## src/rtl/video_pkg.sv

```systemverilog
// Shared raster timing defaults, pipeline stage and pixel types, and the
// RGB332 to RGB888 colour expansion used by the scan-out path.
package video_pkg;
    localparam int CW = 10;  // counter width; both 800 and 525 fit

    localparam int DEF_H_ACTIVE = 640;
    localparam int DEF_H_FP     = 16;
    localparam int DEF_H_SYNC   = 96;
    localparam int DEF_H_BP     = 48;
    localparam int DEF_V_ACTIVE = 480;
    localparam int DEF_V_FP     = 10;
    localparam int DEF_V_SYNC   = 2;
    localparam int DEF_V_BP     = 33;
    localparam int H_TOTAL = DEF_H_ACTIVE + DEF_H_FP + DEF_H_SYNC + DEF_H_BP;
    localparam int V_TOTAL = DEF_V_ACTIVE + DEF_V_FP + DEF_V_SYNC + DEF_V_BP;

    typedef struct packed {
        logic hs_n;
        logic vs_n;
        logic in_win;
        logic irq;
    } stage_t;

    typedef struct packed {
        logic [7:0] r;
        logic [7:0] g;
        logic [7:0] b;
    } rgb_t;

    // Bit replication so that full-scale 3/2-bit fields map to 8'hFF.
    function automatic rgb_t rgb332_to_888(input logic [7:0] p);
        rgb_t c;
        c.r = {p[7:5], p[7:5], p[7:6]};
        c.g = {p[4:2], p[4:2], p[4:3]};
        c.b = {4{p[1:0]}};
        return c;
    endfunction
endpackage

```

## src/rtl/video_timing.sv

```systemverilog
// Free-running h/v raster counters plus the stage-0 sync, visible and
// start-of-vblank flags decoded directly from them.
module video_timing import video_pkg::*; #(
    parameter int H_ACTIVE = DEF_H_ACTIVE,
    parameter int H_FP     = DEF_H_FP,
    parameter int H_SYNC   = DEF_H_SYNC,
    parameter int H_BP     = DEF_H_BP,
    parameter int V_ACTIVE = DEF_V_ACTIVE,
    parameter int V_FP     = DEF_V_FP,
    parameter int V_SYNC   = DEF_V_SYNC,
    parameter int V_BP     = DEF_V_BP
) (
    input  logic          clk,
    input  logic          reset,
    output logic [CW-1:0] h,
    output logic [CW-1:0] v,
    output logic          visible,
    output logic          hs_n,
    output logic          vs_n,
    output logic          blank_start
);
    localparam int HT = H_ACTIVE + H_FP + H_SYNC + H_BP;
    localparam int VT = V_ACTIVE + V_FP + V_SYNC + V_BP;

    localparam logic [CW-1:0] H_LAST = CW'(HT - 1);
    localparam logic [CW-1:0] V_LAST = CW'(VT - 1);
    localparam logic [CW-1:0] H_VIS  = CW'(H_ACTIVE);
    localparam logic [CW-1:0] V_VIS  = CW'(V_ACTIVE);
    localparam logic [CW-1:0] HS_ON  = CW'(H_ACTIVE + H_FP);
    localparam logic [CW-1:0] HS_OFF = CW'(H_ACTIVE + H_FP + H_SYNC);
    localparam logic [CW-1:0] VS_ON  = CW'(V_ACTIVE + V_FP);
    localparam logic [CW-1:0] VS_OFF = CW'(V_ACTIVE + V_FP + V_SYNC);

    always_ff @(posedge clk) begin
        if (reset) begin
            h <= '0;
            v <= '0;
        end else if (h == H_LAST) begin
            h <= '0;
            v <= (v == V_LAST) ? '0 : v + CW'(1);
        end else begin
            h <= h + CW'(1);
        end
    end

    always_comb begin
        visible     = (h < H_VIS) && (v < V_VIS);
        hs_n        = !((h >= HS_ON) && (h < HS_OFF));
        vs_n        = !((v >= VS_ON) && (v < VS_OFF));
        blank_start = (h == '0) && (v == V_VIS);
    end
endmodule

```

## src/rtl/video_scanout.sv

```systemverilog
// Raster scan-out: window address generation, two-stage output pipeline
// aligned to the registered framebuffer read, and RGB332 expansion.
module video_scanout import video_pkg::*; #(
    parameter int H_ACTIVE  = DEF_H_ACTIVE,
    parameter int H_FP      = DEF_H_FP,
    parameter int H_SYNC    = DEF_H_SYNC,
    parameter int H_BP      = DEF_H_BP,
    parameter int V_ACTIVE  = DEF_V_ACTIVE,
    parameter int V_FP      = DEF_V_FP,
    parameter int V_SYNC    = DEF_V_SYNC,
    parameter int V_BP      = DEF_V_BP,
    parameter int FB_WIDTH  = 128,
    parameter int FB_HEIGHT = 64,
    parameter int SCALE     = 4,
    parameter int X_OFFSET  = 64,
    parameter int Y_OFFSET  = 112
) (
    input  logic                                   clk,
    input  logic                                   reset,
    output logic [$clog2(FB_WIDTH*FB_HEIGHT)-1:0]  fb_addr,
    input  logic [7:0]                             fb_data,
    output logic                                   hsync,
    output logic                                   vsync,
    output logic                                   de,
    output logic [7:0]                             r,
    output logic [7:0]                             g,
    output logic [7:0]                             b,
    output logic                                   frame_irq
);
    localparam int AW     = $clog2(FB_WIDTH*FB_HEIGHT);
    localparam int LW     = (AW > CW) ? AW : CW;
    localparam int SHIFT  = $clog2(SCALE);
    localparam int STAGES = 2;

    localparam logic [CW-1:0] X_LO = CW'(X_OFFSET);
    localparam logic [CW-1:0] X_HI = CW'(X_OFFSET + FB_WIDTH*SCALE);
    localparam logic [CW-1:0] Y_LO = CW'(Y_OFFSET);
    localparam logic [CW-1:0] Y_HI = CW'(Y_OFFSET + FB_HEIGHT*SCALE);

    logic [CW-1:0]     h, v, dx, dy;
    logic              visible, hs_n, vs_n, blank_start, in_win;
    logic [LW-1:0]     lin;
    logic [STAGES:1]   vld_pipe;
    stage_t            s1;
    rgb_t              pix;

    video_timing #(
        .H_ACTIVE(H_ACTIVE), .H_FP(H_FP), .H_SYNC(H_SYNC), .H_BP(H_BP),
        .V_ACTIVE(V_ACTIVE), .V_FP(V_FP), .V_SYNC(V_SYNC), .V_BP(V_BP)
    ) u_timing (
        .clk(clk),
        .reset(reset),
        .h(h),
        .v(v),
        .visible(visible),
        .hs_n(hs_n),
        .vs_n(vs_n),
        .blank_start(blank_start)
    );

    // Address is issued from stage-0 counters; the RAM answers in stage 1.
    always_comb begin
        in_win  = (h >= X_LO) && (h < X_HI) && (v >= Y_LO) && (v < Y_HI);
        dx      = h - X_LO;
        dy      = v - Y_LO;
        lin     = LW'(dy >> SHIFT) * LW'(FB_WIDTH) + LW'(dx >> SHIFT);
        fb_addr = in_win ? AW'(lin) : '0;
    end

    assign pix = rgb332_to_888(s1.in_win ? fb_data : 8'h00);
    assign de  = vld_pipe[STAGES];

    always_ff @(posedge clk) begin
        if (reset) begin
            vld_pipe  <= '0;
            s1        <= '{hs_n: 1'b1, vs_n: 1'b1, in_win: 1'b0, irq: 1'b0};
            hsync     <= 1'b1;
            vsync     <= 1'b1;
            frame_irq <= 1'b0;
            r         <= '0;
            g         <= '0;
            b         <= '0;
        end else begin
            vld_pipe  <= {vld_pipe[STAGES-1:1], visible};
            s1        <= '{hs_n: hs_n, vs_n: vs_n, in_win: in_win, irq: blank_start};
            hsync     <= s1.hs_n;
            vsync     <= s1.vs_n;
            frame_irq <= s1.irq;
            {r, g, b} <= vld_pipe[1] ? pix : '0;
        end
    end
endmodule

```

## config.mk

```make
export PLATFORM = sky130hd
export DESIGN_NAME = video_scanout
export DESIGN_NICKNAME = d
export VERILOG_FILES = /design/src/rtl/video_pkg.sv /design/src/rtl/video_timing.sv /design/src/rtl/video_scanout.sv
export SDC_FILE = /design/constraint.sdc
export NUM_CORES = 1
export LEC_CHECK = 0
export CELL_PAD_IN_SITES_DETAIL_PLACEMENT = 1
export CELL_PAD_IN_SITES_GLOBAL_PLACEMENT = 2
export CORE_MARGIN = 3
export CORE_UTILIZATION = 29
export DETAILED_ROUTE_END_ITERATION = 6
export GPL_TIMING_DRIVEN = 0
export PLACE_DENSITY = 0.89
export SYNTH_ARGS = -nofsm -noshare
export SYNTH_HDL_FRONTEND = slang
export SYNTH_SLANG_ARGS = --single-unit
```

## constraint.sdc

```tcl
create_clock -name clk -period 2.2 [get_ports clk]
set_input_delay 0.33 -clock clk [delete_from_list [all_inputs] [get_ports clk]]
set_output_delay 0.33 -clock clk [all_outputs]
set_load 0.05 [all_outputs]
```

# ---- After elaboration in Yosys (flattened, before gate mapping)
# Index checks and enable logic that the tools add are counted.
dict set report word_totals {
  regBits 53
  inputBits 10
  out_inout_bits 41
}
dict set report classes {
  add_sub_neg 5
  order_cmp 10
  eq_ne 3
  n_mux 3
  n_bitwise 1
  n_reduce_logical 12
}
# operator count
set op_table {}
lappend op_table {{less-than comparator 10 bit, second input constant} 3}
lappend op_table {{less-than comparator 10 x 9 -> 1 bit, second input constant} 3}
lappend op_table {{adder 10 x 1 -> 10 bit, second input constant} 2}
lappend op_table {{equality test 10 bit, second input constant} 2}
lappend op_table {{>= comparator 10 x 7 -> 1 bit, second input constant} 2}
lappend op_table {{adder 13 x 8 -> 13 bit} 1}
lappend op_table {{2-to-1 mux 13 bit} 1}
lappend op_table {{equality test 10 x 9 -> 1 bit, second input constant} 1}
lappend op_table {{>= comparator 10 bit, second input constant} 1}
lappend op_table {{>= comparator 10 x 9 -> 1 bit, second input constant} 1}
lappend op_table {{zero test 10 bit} 1}
lappend op_table {{2-to-1 mux 10 bit} 1}
lappend op_table {{subtractor 10 x 7 -> 10 bit, second input constant} 1}
lappend op_table {{2-to-1 mux 8 bit} 1}
lappend op_table {{subtractor 8 x 7 -> 8 bit, second input constant} 1}
lappend op_table {{logical AND 1 bit} 7}
lappend op_table {{OR reduction 2 bit} 2}
lappend op_table {{zero test 1 bit} 2}
lappend op_table {{NOT 1 bit} 1}

# ---- Logic depth before layout (Yosys ltp)
# Gate-level depths: netlist of run 1.
dict set report depth {
  ltp_word 5
  ltp_mapped 8
}

# ---- Hierarchy
# Synthesis of run 1 repeated with hierarchy kept, for this count alone.
dict set report hier_totals {
  hier_cells 227
  hier_area_um2 2013.2
}
# module instances cells_each area_each_um2
set modules_own_cells {}
lappend modules_own_cells {video_timing 1 125 1086.0}
lappend modules_own_cells {video_scanout 1 102 927.1}

# ---- Least setup slack after synthesis of run 1
# OpenSTA, ideal clock, no wires.
dict set report synth_path {
  path_kind {register to output}
  start {reg u_timing.h[8]}
  end {out fb_addr[12]}
  t_arrival_ns 2.056
  required_ns 1.870
  setup_slack_ns -0.186
  stages_incl_launch_ff 9
  n_path_buf 1
  cell_sequence {dfxtp_1 > buf_2 > nor3_1 > xor2_1 > ha_1 > nand3b_1 > nor3b_1 > xnor2_1 > nor2_1}
}
dict set report synth_between {
  elab_chain_len 5
}
# element line
set synth_lines {}
lappend synth_lines {{start, declared} video_timing.sv:15} ;# output logic [CW-1:0] h,
lappend synth_lines {{start signal, assigned} video_timing.sv:42} ;# h <= h + CW'(1);
lappend synth_lines {{branches (longest 4 deep; another with adder 13 x 8 -> 13 bit)} -}
lappend synth_lines {{2-to-1 mux 13 bit *} video_scanout.sv:67} ;# fb_addr = in_win ? AW'(lin) : '0;
lappend synth_lines {{end, declared} video_scanout.sv:20} ;# output logic [$clog2(FB_WIDTH*FB_HEIGHT)-1:0] fb_addr,
# Mark *: on every way between the ends.

# ---- Worst setup path in the final report of run 1
dict set report layout_path {
  start {reg u_timing.h[6]}
  end {out fb_addr[2]}
}
dict set report layout_between {
  elab_chain_len 5
}
# element line
set layout_lines {}
lappend layout_lines {{>= comparator 10 x 7 -> 1 bit / less-than comparator 10 bit (equally long branches)} video_scanout.sv:63} ;# in_win = (h >= X_LO) && (h < X_HI) && (v >= Y_LO) && (v < Y_HI);
lappend layout_lines {{logical AND 1 bit * (3 in series)} video_scanout.sv:63}
lappend layout_lines {{2-to-1 mux 13 bit *} video_scanout.sv:67}
# Every way passes the cells marked *; elsewhere a longest branch is shown, timed or not.

==> results of run 1 <==
Yosys cell counts (2+ instances only):
cell | number | area share
dfxtp_1 | 37 | 0.36
nor2_1 | 31 | 0.057
xnor2_1 | 17 | 0.073
buf_4 | 16 | 0.059
ha_1 | 15 | 0.092
nand2_1 | 13 | 0.024
inv_1 | 12 | 0.022
nand3_1 | 11 | 0.027
and3_1 | 10 | 0.031
a21oi_1 | 7 | 0.017
nor3_1 | 7 | 0.017
buf_2 | 6 | 0.015
nor4_1 | 5 | 0.015
xor2_1 | 5 | 0.022
and2_1 | 4 | 0.012
clkbuf_1 | 4 | 0.0074
nand2b_1 | 3 | 0.0092
nand4_1 | 3 | 0.0092
a311o_1 | 2 | 0.0098
nand3b_1 | 2 | 0.0074
nor2b_1 | 2 | 0.0062
or2_2 | 2 | 0.0062
where the power goes:
part / internal (µW) / switching (µW) / leakage [µW]
Sequential: 670 / 8.41 / 0.000305
Combinational: 29.4 / 29.1 / 0.000868
Clock: 457 / 272 / 0.0000687
Total: 1160 / 310 / 0.00124
cells by family after synthesis:
logic type,synth area share
buffers and inverters,0.1058
AO/OA/AOI/OAI,0.05846
flip-flops,0.3643
adder cells (fa/ha/maj),0.09231
XOR/XNOR,0.09477
AND/OR/NAND/NOR,0.2843
worst paths after layout:
path | startpoint | end | depth (start not counted)
max | u_timing.h[6] | fb_addr[2] | 8
min | s1[2] | vsync | 1
max reg2reg | u_timing.v[4] | u_timing.v[5] | 7
min reg2reg | s1[2] | vsync | 1
cells in the final DEF, fill, tap and decap left out, drive strengths merged, types with 6 or more instances in the layout:
cell type	count
xnor2	17
nor4	6
ha	15
nand2	13
buf	48
nand3	11
a21oi	7
and3	10
clkbuf	9
dfxtp	37
inv	13
nor2	31
nor3	7
clkdlybuf4s50	37
registers in the layout, indices dropped and copies added, names as in the netlist:
register,count
b,2
frame_irq,1
g,3
hsync,1
r,3
s1,4
u_timing.h,10
u_timing.v,10
vld_pipe,2
vsync,1
worst reg2reg max path, cell delays in order, from the launching register on:
cell and delay [ns]:
dfxtp_2 0.35, clkbuf_4 0.18, inv_2 0.07, ha_1 0.16, or4b_4 0.48, or3_4 0.43
o21bai_4 0.27, nor2_1 0.08
final cells by class:
type                            count  area [µm²]  share of cell area
Sequential cell                    37       764.5              0.2428
Multi-Input combinational cell    156        1255              0.3986
Clock inverter                      3       68.82             0.02186
Inverter                           12       50.05             0.01590
Buffer                             23       153.9             0.04889
Timing Repair Buffer               66       670.6              0.2130
Clock buffer                        5       68.82             0.02186
Tap cell                           93       116.4             0.03696
timing repair:
item / CTS / global route
cloned: 0 / 0
endpoints found under the setup margin: 13 / 21
hold endpoints to repair: 0 / 0
gates resized for setup: 119 / 38
pin swaps: 6 / 11
buffers inserted: 6 / 10
metal layers:
metal	routed length, µm	global-route usage
met2	2954	0.2387
met4	147	0.05619
met1	2499	0.1734
met5	0	0
met3	321	0.03339
stage by stage:
stage / area [µm²] / cells / worst slack (ns) / setup TNS, ns / power [µW]
3_5_place_dp: 2664 / 375 / -0.7932 / -8.562 / 753.7
5_1_grt: 3148 / 395 / -0.2131 / -1.654 / 1528
3_3_place_gp: 2664 / 375 / -0.7445 / -7.886 / 752.5
4_1_cts: 2957 / 387 / -0.1228 / -0.3125 / 1482
2_1_floorplan: 2047 / 232 / -0.1304 / -0.3498 / 726.1
6_report: 3148 / 395 / -0.05937 / -0.3804 / 1466
==> results.toml, run 1 <==
[outcome]
failed_checks = "setup timing"
run_status = "finished, violations left"

[worst_setup_path]
critPathArrivalTime_ns = 1.93
crit_path_end_kind = "output pin"
slowest_delay_ns = 0.38
required_ns = 1.87
crit_chain = "buf_4, inv_4, ha_4, nand2b_4, a311o_1, and3_4, and2_4, buf_6"
setup.worst_path.start_class = "register"
cp_top_family = "simple AND/OR/NAND/NOR gates"
reg2reg_slack_ns = 0.07
path_class = "register to output pin"
critPathBufInv = 3
crit_fanout = 5
cp_slowest_cell = "dfxtp_4"

[logic_synthesis]
synth-edff-count = 0
netlist_area_mm2 = 0.002033
synthFlopType = "dfxtp_1"
synth-seq-cells = 37
synth-async-reset-ratio = 0
ys_types = 40
yosysSeqAreaShare = 0.3643
yosysWarnings = 0
synth_nets = 257
syn_avg_cell_area_um2 = 8.764
synth_cells = 232

[sta]
setup_viol = 9
maxSlewViolCount = 0
tightest_slew_ns = 0.5210
worst_clock_skew_ns = 0.007330
fin_ws_ns = -0.05937
timing.fmax_mhz = 442.6
whs_ns = 0.4128
hold_viol = 0
relSlewSlack = 0.6516
grt_setup_unrepaired = "true"
finalCriticalPeriod_ns = 2.259
min_period_over_period = 1.027

[grt]
grt_max_degree = 14
grt_usage = 0.1413
grt_pass1_vias = 1799
grt_antenna_before_repair = 0
grt_pass1_wl_um = 9163
overflow = 0

[die]
core-area_mm2 = 0.006568
die_width_um = 89.73
start_util = 0.3096
placementRows = 29
die_y_um = 89.73
num_io_pins = 51
dieArea_mm2 = 0.008051

[finish]
drive_gt1_frac = 0.3510
n_antenna_cell = 0
final.fill_count = 743
area_delta_synth_final_pct = 54.83
fin_util = 0.4793
nets = 326

[place]
post-dp-hpwl_um = 3867
io_buffers = 50
gp_congestion = 0.7422

[pwr]
peakVddDrop_mv = 0.2623
p_leak_uw = 0.001242
power_density_mw_per_mm2 = 465.6

[detailed_routing]
routedWlPerCell_um = 14.99
drt_iter0_drc = 55
viasPerCell = 4.711
drt_pass1_iterations = 4
vias = 1861
antenna_left = 0
drc = 0
routed_wl_um = 5922

[clock_network]
clockRootBuffer = "clkbuf_8"
clk_pin_slew_ns = 0.08
htree_levels = 2
cts_num_sinks = 37
clockBufferDepth = 2
cts_buffers = 5
clkLatencyLatePin_ns = 0.29
cts_tree = "done"
holdBufCountCts = 0

[worst_hold_path]
hold_class = "register to register"

[job]
cap_violations = 0
(Power assumes the default switching activity.)
==> run 2, diff against run 1 <==
HOLD_SLACK_MARGIN = 0.1   (was unset)
==> results of run 2 <==
The final DEF is identical to that of run 1; final timing and power are the same.
==> run 3, diff against run 2 <==
REMOVE_ABC_BUFFERS = 1   (was unset)
TNS_END_PERCENT = 100   (was unset)
==> results.toml, run 3 (same netlist as run 1, synthesis figures left out) <==
[pwr]
power_uw = 1439
peakVddDrop_mv = 0.2170
p_sw_frac = 0.2026
pwr-share-clk = 0.491
combPwrFrac = 0.041
p_sw_uw = 291.5
p_leak_uw = 0.001155
seqPwrFrac = 0.468
power_density_mw_per_mm2 = 473.2
internal-power_uw = 1147

[die]
die_width_um = 89.73
die_y_um = 89.73
placementRows = 29
num_io_pins = 51
dieArea_mm2 = 0.008051
core-area_mm2 = 0.006568
start_util = 0.3096

[worst_setup_path]
required_ns = 1.87
path_class = "register to output pin"
setup.worst_path.start_class = "register"
crit_fanout = 2
crit_path_end_kind = "output pin"
critPathArrivalTime_ns = 1.97

[sta]
setup_viol = 12
fin_tns_setup_ns = -0.3963
maxSlewViolCount = 0
grt_setup_unrepaired = "true"
whs_ns = 0.4148
hold_viol = 0
relSlewSlack = 0.6597
tightest_slew_ns = 0.5089
timing.fmax_mhz = 435.3
min_period_over_period = 1.044
worst_clock_skew_ns = 0.007164
finalCriticalPeriod_ns = 2.297
fin_ws_ns = -0.09749

[finish]
design_area_mm2 = 0.003040
multi_input_area_mm2 = 0.001271
area_delta_synth_final_pct = 49.54
drive_gt1_frac = 0.3110
nets = 307
final_cell_mix = "37 x clkdlybuf4s50_1, 26 x nor2_1, 25 x dfxtp_1"
final.fill_count = 740
final_common_cell = "clkdlybuf4s50_1"
fin_util = 0.4629
n_antenna_cell = 0
reg_top3 = "u_timing.h: 10 flops, u_timing.v: 10 flops, s1: 4 flops"
seq_area_um2 = 778.2

[outcome]
run_status = "finished, violations left"
failed_checks = "setup timing"

[job]
cap_violations = 0

[clock_network]
clk_pin_slew_ns = 0.08
clockRootBuffer = "clkbuf_8"
cts_tree = "done"
htree_levels = 2
holdBufCountCts = 0
cts_num_sinks = 37
clockBufferDepth = 2
cts_buffers = 5
clkLatencyLatePin_ns = 0.29

[place]
gp_congestion = 0.7610
dpl_cell_area_mm2 = 0.002480
post-dp-hpwl_um = 3618
io_buffers = 50

[grt]
grt_antenna_before_repair = 0
grt_usage = 0.1343
grt_pass1_wl_um = 8838
overflow = 0
grt_pass1_vias = 1777
grt_max_degree = 14

[detailed_routing]
viasPerCell = 4.782
antenna_left = 0
drt_iter0_drc = 60
drt_pass1_iterations = 4
vias = 1798
drc = 0
routedWlPerCell_um = 15.40
routed_wl_um = 5790

[worst_hold_path]
hold_class = "register to register"
-- run 3: cell types whose count changed in the layout (fill, tap and decap cells not counted), sizes merged --
| cell | before | now |
|---|---|---|
| nand3 | 11 | 12 |
| inv | 13 | 12 |
| clkinv | 0 | 1 |
| clkbuf | 9 | 5 |
| buf | 48 | 32 |
-- run 3: repair_timing --
action,4_1_cts,5_1_grt
pin swaps,2,14
endpoints found under the setup margin,13,13
buffers inserted,10,9
cloned,1,0
resized for setup,122,41
-- run 3: final cells by class --
type	instances	share of cell area
well taps	93	0.03827
repair buffers	69	0.2280
inverters	12	0.01564
flip-flops and latches	37	0.2560
clock buffers	5	0.02263
clock inverters	3	0.02140
multi-input cells	157	0.4181
-- run 3: metal layers --
layer	vias to the layer above	wire, µm	GRT usage
met5	-	0	0
met1	874	2576	0.1724
met4	0	66	0.04598
li1	855	-	-
met2	63	2794	0.2155
met3	6	353	0.03923
-- run 3: path summary, 6_finish.rpt --
kind                 start             to  slack [ns]  cells after the start
min                  s1[2]          vsync        0.41                      1
min reg2reg          s1[2]          vsync        0.41                      1
max reg2reg  u_timing.v[4]  u_timing.v[2]        0.22                      6
max          u_timing.h[8]    fb_addr[12]        -0.1                      8
-- run 3: stage by stage --
step / setup slack (ns) / instances
2_1_floorplan: -0.1369 / 205
3_3_place_gp: -0.7243 / 348
3_5_place_dp: -0.7609 / 348
4_1_cts: -0.1374 / 367
5_1_grt: -0.2459 / 376
6_report: -0.09749 / 376
-- run 3: power groups by stage --
stage | clock network, µW | registers [µW] | logic, µW
2_1_floorplan | 0 | 700 | 21.5
3_3_place_gp | 0 | 698 | 50.9
3_5_place_dp | 0 | 699 | 51.3
4_1_cts | 720 | 679 | 53.3
5_1_grt | 748 | 675 | 64.2
6_report | 707 | 674 | 58.3
-- run 3: worst max-delay path, stage by stage, from the launching register on --
cell and delay (ns):
dfxtp_4 0.36, nor3_4 0.20, xor2_2 0.18, ha_2 0.19, nand3b_1 0.12, nor3b_2 0.22, xnor2_1 0.08, nor2_1 0.13
buf_6 0.17
